**src/rtl/stable_match_pkg.sv**
```systemverilog
// -----------------------------------------------------------------------------
// stable_match_pkg
// Shared definitions for the stable-matching checker:
//   - log2()      : index width for a table of x entries (never below 1 bit)
//   - state_e     : checker FSM encoding, also driven out on the debug port
//   - pref_base() : bit offset of man i's j-th choice inside the packed m_pref
//   - rank_base() : bit offset of woman w's rank of man m inside packed w_rank
// -----------------------------------------------------------------------------
package stable_match_pkg;

   typedef enum logic [1:0] {
      ST_IDLE   = 2'd0,
      ST_INVERT = 2'd1,
      ST_SCAN   = 2'd2,
      ST_DONE   = 2'd3
   } state_e;

   // ceil(log2(x)). A single-entry table still needs a 1-bit index so that
   // no port collapses to zero width.
   function automatic int log2(input int x);
      int r;
      r = 0;
      while ((1 << r) < x) r++;
      return (r < 1) ? 1 : r;
   endfunction

   function automatic int pref_base(input int i, input int j, input int km, input int log_w);
      return (i * km + j) * log_w;
   endfunction

   function automatic int rank_base(input int w, input int m, input int n_m, input int log_kw);
      return (w * n_m + m) * log_kw;
   endfunction

endpackage

```
**src/rtl/stable_match_checker_partner_table.sv**
```systemverilog
// -----------------------------------------------------------------------------
// m_partner_table
// Per-man partner register file: man -> woman index plus a "man is matched"
// flag. Written once per woman during the inversion pass, read by the scan.
// Ports:
//   clk_i, rst_i   : clock, asynchronous active-high reset (clears table)
//   clear_i        : synchronous clear of all entries and flags
//   we_i           : write enable (ignored while clear_i is high)
//   waddr_i        : man index to write
//   wdata_i        : woman index stored for that man
//   raddr_i        : man index for the combinational read port
//   rdata_o        : stored woman for raddr_i
//   rmatched_o     : 1 when raddr_i has been written since the last clear
// -----------------------------------------------------------------------------
module m_partner_table
   import stable_match_pkg::*;
#(
   parameter int M     = 8,
   parameter int LOG_M = 3,
   parameter int LOG_W = 3
) (
   input  logic             clk_i,
   input  logic             rst_i,
   input  logic             clear_i,
   input  logic             we_i,
   input  logic [LOG_M-1:0] waddr_i,
   input  logic [LOG_W-1:0] wdata_i,
   input  logic [LOG_M-1:0] raddr_i,
   output logic [LOG_W-1:0] rdata_o,
   output logic             rmatched_o
);

   logic [LOG_W-1:0] partner_q [M];
   logic [M-1:0]     matched_q;

   always_ff @(posedge clk_i or posedge rst_i) begin
      if (rst_i) begin
         for (int i = 0; i < M; i++) partner_q[i] <= '0;
         matched_q <= '0;
      end else if (clear_i) begin
         for (int i = 0; i < M; i++) partner_q[i] <= '0;
         matched_q <= '0;
      end else if (we_i) begin
         // A later write to the same man simply overwrites the earlier one.
         partner_q[waddr_i] <= wdata_i;
         matched_q[waddr_i] <= 1'b1;
      end
   end

   assign rdata_o    = partner_q[raddr_i];
   assign rmatched_o = matched_q[raddr_i];

endmodule

```
**config.mk**
```make
export PLATFORM = sky130hd
export DESIGN_NAME = m_partner_table
export DESIGN_NICKNAME = d
export VERILOG_FILES = /design/src/rtl/stable_match_pkg.sv /design/src/rtl/stable_match_checker_partner_table.sv
export SDC_FILE = /design/constraint.sdc
export NUM_CORES = 1
export LEC_CHECK = 0
export ABC_AREA = 1
export CORE_MARGIN = 2
export CORE_UTILIZATION = 35
export DETAILED_ROUTE_END_ITERATION = 12
export GPL_ROUTABILITY_DRIVEN = 0
export PLACE_DENSITY = 0.58
export RECOVER_POWER = 25
export REMOVE_ABC_BUFFERS = 1
export SLEW_MARGIN = 20
export SYNTH_ARGS = -nofsm -noshare
export SYNTH_HDL_FRONTEND = slang
export SYNTH_SLANG_ARGS = --single-unit
```
**constraint.sdc**
```tcl
create_clock -name clk_i -period 1.8 [get_ports clk_i]
set_input_delay 0.54 -clock clk_i [delete_from_list [all_inputs] [get_ports clk_i]]
set_output_delay 0.54 -clock clk_i [all_outputs]
set_load 0.005 [all_outputs]
```
-- Word-level counts from Yosys, hierarchy flattened
Index checks and enable logic that the tools add are counted.
- order comparisons: 6
- muxes and demuxes: 14
- bitwise logic cells: 3
- reductions and logical operators: 3
- operator list (cell ; count):
    $mux W24 ; 2
    $bwmux W24 ; 1
    $mux W8 ; 2
    $bmux W3 S3 ; 1
    $demux W3 S3 ; 1
    $mux W3 ; 3
    $ge A4 B4 Y1 const B ; 2
    $lt A3 B4 Y1 const B ; 2
    $not A3 Y4 ; 2
    $or A8 B8 Y8 ; 1
    $lt A4 B1 Y1 const B ; 1
    $bmux W1 S3 ; 1
    $demux W1 S3 ; 1
    $ge A3 B1 Y1 const B ; 1
    $logic_and A1 B1 Y1 ; 2
    $mux W1 ; 2
    $reduce_bool A2 Y1 ; 1
- register bits after elaboration: 32

-- Longest topological paths before layout
Gate-level depths: netlist (run 1).
- depth in word-level cells: 8
- depth in mapped cells: 8
- depth with buffers taken out: 7

-- Least setup slack after synthesis (run 1)
No wires, ideal clock.
- kind: input to output
- start point: input port raddr_i[0]
- end point: output port rdata_o[1]
- arrival time: 1.087 ns
- setup slack: 0.173 ns
- stages: 7
- cell sequence: buf_6 buf_4 nand2_1 nand3_1 nand2_1 nand2_1 nand2_1
- cells in the longest elaborated chain, start to end: 4
- ends and longest elaborated chain (element ; RTL line ; source):
    start: declaration ; stable_match_checker_partner_table.sv:28 ; input logic [LOG_M-1:0] raddr_i,
    $not A3 Y4 (implied by the code) ; stable_match_checker_partner_table.sv:50 ; assign rdata_o = partner_q[raddr_i];
    $bmux W3 S3 ; stable_match_checker_partner_table.sv:50 ;
    $mux W3 (implied by the code) (2 in series) ; stable_match_checker_partner_table.sv:50 ;
    end: declaration ; stable_match_checker_partner_table.sv:29 ; output logic [LOG_W-1:0] rdata_o,
No other way between the ends. The select of a mux whose other input is x is not followed.

-- Worst setup path in the final report (run 1)
Same ends and word-level chain as after synthesis.

==> results of run 1 <==
[final timing paths]
check                               end  slack [ns]  cells after the start
max reg2reg                partner_q[4]        1.10                      2
max in group asynchronous  partner_q[2]        0.36                      3
min in group asynchronous  partner_q[7]        0.93                      3
min reg2reg                matched_q[2]        0.52                      2
min                        matched_q[2]        0.52                      2
max                          rdata_o[1]        0.04                      8
[state kept, by name (all words and copies together) (netlist names)]
| name | count |
|---|---|
| matched_q | 8 |
| partner_q | 24 |
[per-stage QoR]
| step | std cells | TNS [ns] | total power, mW |
|---|---|---|---|
| 3_5_place_dp | 312 | -5.23 | 0.973 |
| 6_report | 321 | 0 | 1.53 |
| 3_3_place_gp | 312 | -4.89 | 0.972 |
| 5_1_grt | 321 | -0.00125 | 1.60 |
| 2_1_floorplan | 234 | 0 | 0.863 |
| 4_1_cts | 321 | 0 | 1.54 |
[worst register-to-register path, cell delays in order (launching register included)]
cell	delay, ns
dfrtp_1	0.36
inv_1	0.10
o21ai_0	0.11
[layer usage]
layer	up-vias	part of all wire [%]	GRT usage (%)	wire (um)
li1	769	-	-	-
met1	691	52	25.6	2130
met2	48	40	22.8	1640
met3	8	5.2	4.12	211
met4	0	2.2	7.00	88
met5	-	0	0	0
[final cells by class]
type	count	area (um2)	area share (%)
Sequential cell	32	801	39.4
Timing Repair Buffer	25	211	10.4
Tap cell	54	67.6	3.32
Clock buffer	8	90.1	4.43
Multi-Input combinational cell	149	656	32.2
Inverter	53	209	10.3
[cell usage after synthesis (all sizes together)]
cell / instances
buf: 5
nand2: 92
nand3: 19
a21oi: 8
o21ai: 24
inv: 52
nor2: 6
clkinv: 1
dfrtp: 32
[power groups by stage]
stage	clock (mW)	combinational, mW	sequential [mW]
global route	0.613	0.243	0.742
CTS	0.579	0.219	0.741
finish	0.572	0.216	0.741
global placement	0	0.218	0.753
detailed placement	0	0.218	0.754
floorplan	0	0.110	0.753
[kinds of logic (layout without fill, tap and decap cells)]
| group | after synthesis | in the layout | share of synthesized area, % |
|---|---|---|---|
| buf+inv | 58 | 86 | 14.8 |
| flops | 32 | 32 | 47.7 |
| compound gates | 32 | 32 | 9.54 |
| simple gates | 117 | 117 | 28.0 |
[what timing repair did]
item | CTS | global route
resized for setup | 37 | 5
pin swaps | 8 | 8
hold endpoints to repair | 0 | 0
endpoints found under the setup margin | 4 | 4
cloned | 1 | 0
==> impl_metrics.tcl, run 1 <==
set metrics [dict create \
    status "finished, final reports clean" \
    skew_ns 0 \
    r2r_start "partner_q[4]" \
    grt_max_degree 33 \
    cts.sinks 32 \
    final_antenna_net_count 0 \
    placed_area_um2 1930 \
    grt_overflow 0 \
    drv_cap 0 \
    slew_headroom_pct 47.2 \
    post-route-util_pct 43.7 \
    critPathMaxFanout 8 \
    coreArea_um2 4660 \
    seq_area_frac_synth_pct 47.7 \
    rows 25 \
    critPathKind "primary input to output pin" \
    start_util_pct 36.0 \
    io_pins 17 \
    dieArea_um2 5370 \
    pre_cts_ws_ns -0.834 \
    final_layout_size_suffix_gt1_share_pct 14.2 \
    track_usage_pct 16.9 \
    die_x_um 73.3 \
    critical_path.slowest_cell "buf_6" \
    num_vias 1516 \
    n_fill_cell 490 \
    htree_num_levels 2 \
    switchingPower_uw 400 \
    required_ns 1.26 \
    syn_area_um2 1680 \
    cts_root_buf "clkbuf_8" \
    synth.area.top_cells "dfrtp_1 (48%), nand2_1 (21%), inv_1 (10%)" \
    port-buffer-count 16 \
    end_kind "output pin" \
    power_frac_seq_pct 48.4 \
    min_period_ns 1.76 \
    hold_violations 0 \
    slew_violations 0 \
    finalSetupViolCount 0 \
    syn2layout_area_growth_pct 21.2 \
    p_int_mw 1.13 \
    cts_inserted_buffers 5 \
    hold_ws_ns 0.520 \
    cts_hold_repair.buffers 0 \
    leakage_nw 1.10 \
    power_density_nw_per_um2 752 \
    min_period_over_period_pct 97.8 \
    p_sw_share_pct 26.2 \
    path_buf_inv 3 \
    routed_via_density 4.72 \
    ys_types 15 \
    vdd_ir_drop_max_uv 356 \
    worst_pin_slew_ns 0.793 \
    critPathLaunch "raddr_i[0]" \
    tritoncts "yes" \
    clk_pin_slew_ns 0.06 \
    path_common_cell "nand2_1" \
    hp-start "matched_q[2]" \
    wl_um 4070 \
    antenna_found_initial 0 \
    fmax_ghz 0.568 \
    rsz0062_at_grt "true" \
    max_stage_delay_ns 0.13 \
    layout.nets 279 \
    grt_pass1_vias 1413 \
    final_common_cell "nand2_1" \
    avgSynthCellArea_um2 7.03 \
    ys_ff_latch 32 \
    path_cells "buf_8 -> buf_6 -> nand2_1 -> nand3_1 -> nand2_1 -> nand2_1 -> nand2_1 -> buf_2" \
    diodes 0 \
    hpwlAfterDp_um 2970 \
    crit_family "buffers and inverters" \
    cts_setup_buffers 0 \
    start_kind "primary input" \
    initialDrtViolationCount 111 \
    die_h_um 73.3 \
    firstDrtPassIters 4 \
    wl_per_cell_um 12.7 \
    synth_top_area_share_pct 47.7 \
    drc_errors 0 \
    clock_latency_ns 0.28 \
    synthCells 239 \
    layout_common_cells "nand2_1 (90), inv_1 (44), dfrtp_1 (32), o21ai_0 (17), nand3_1 (15)" \
    grt_first_pass_wirelength_um 6690 \
    synth_area_leader_cell "dfrtp_1" \
    clkPwrFrac_pct 37.4 \
    power_frac_comb_pct 14.1 \
    fin_ws_ns 0.0396 \
    worstPathArrival_ns 1.22 \
    final_cell_area_um2 2030 \
    cts_buffer_depth 2 \
    hold_class "flop to flop" \
    synth_warnings 0 \
]
Power figures use the tool's default switching activity.
==> run 2, diff against run 1 <==
Settings changed: CAP_MARGIN set to 20.
==> results of run 2 <==
The final DEF is identical to that of run 1; final timing and power are the same.
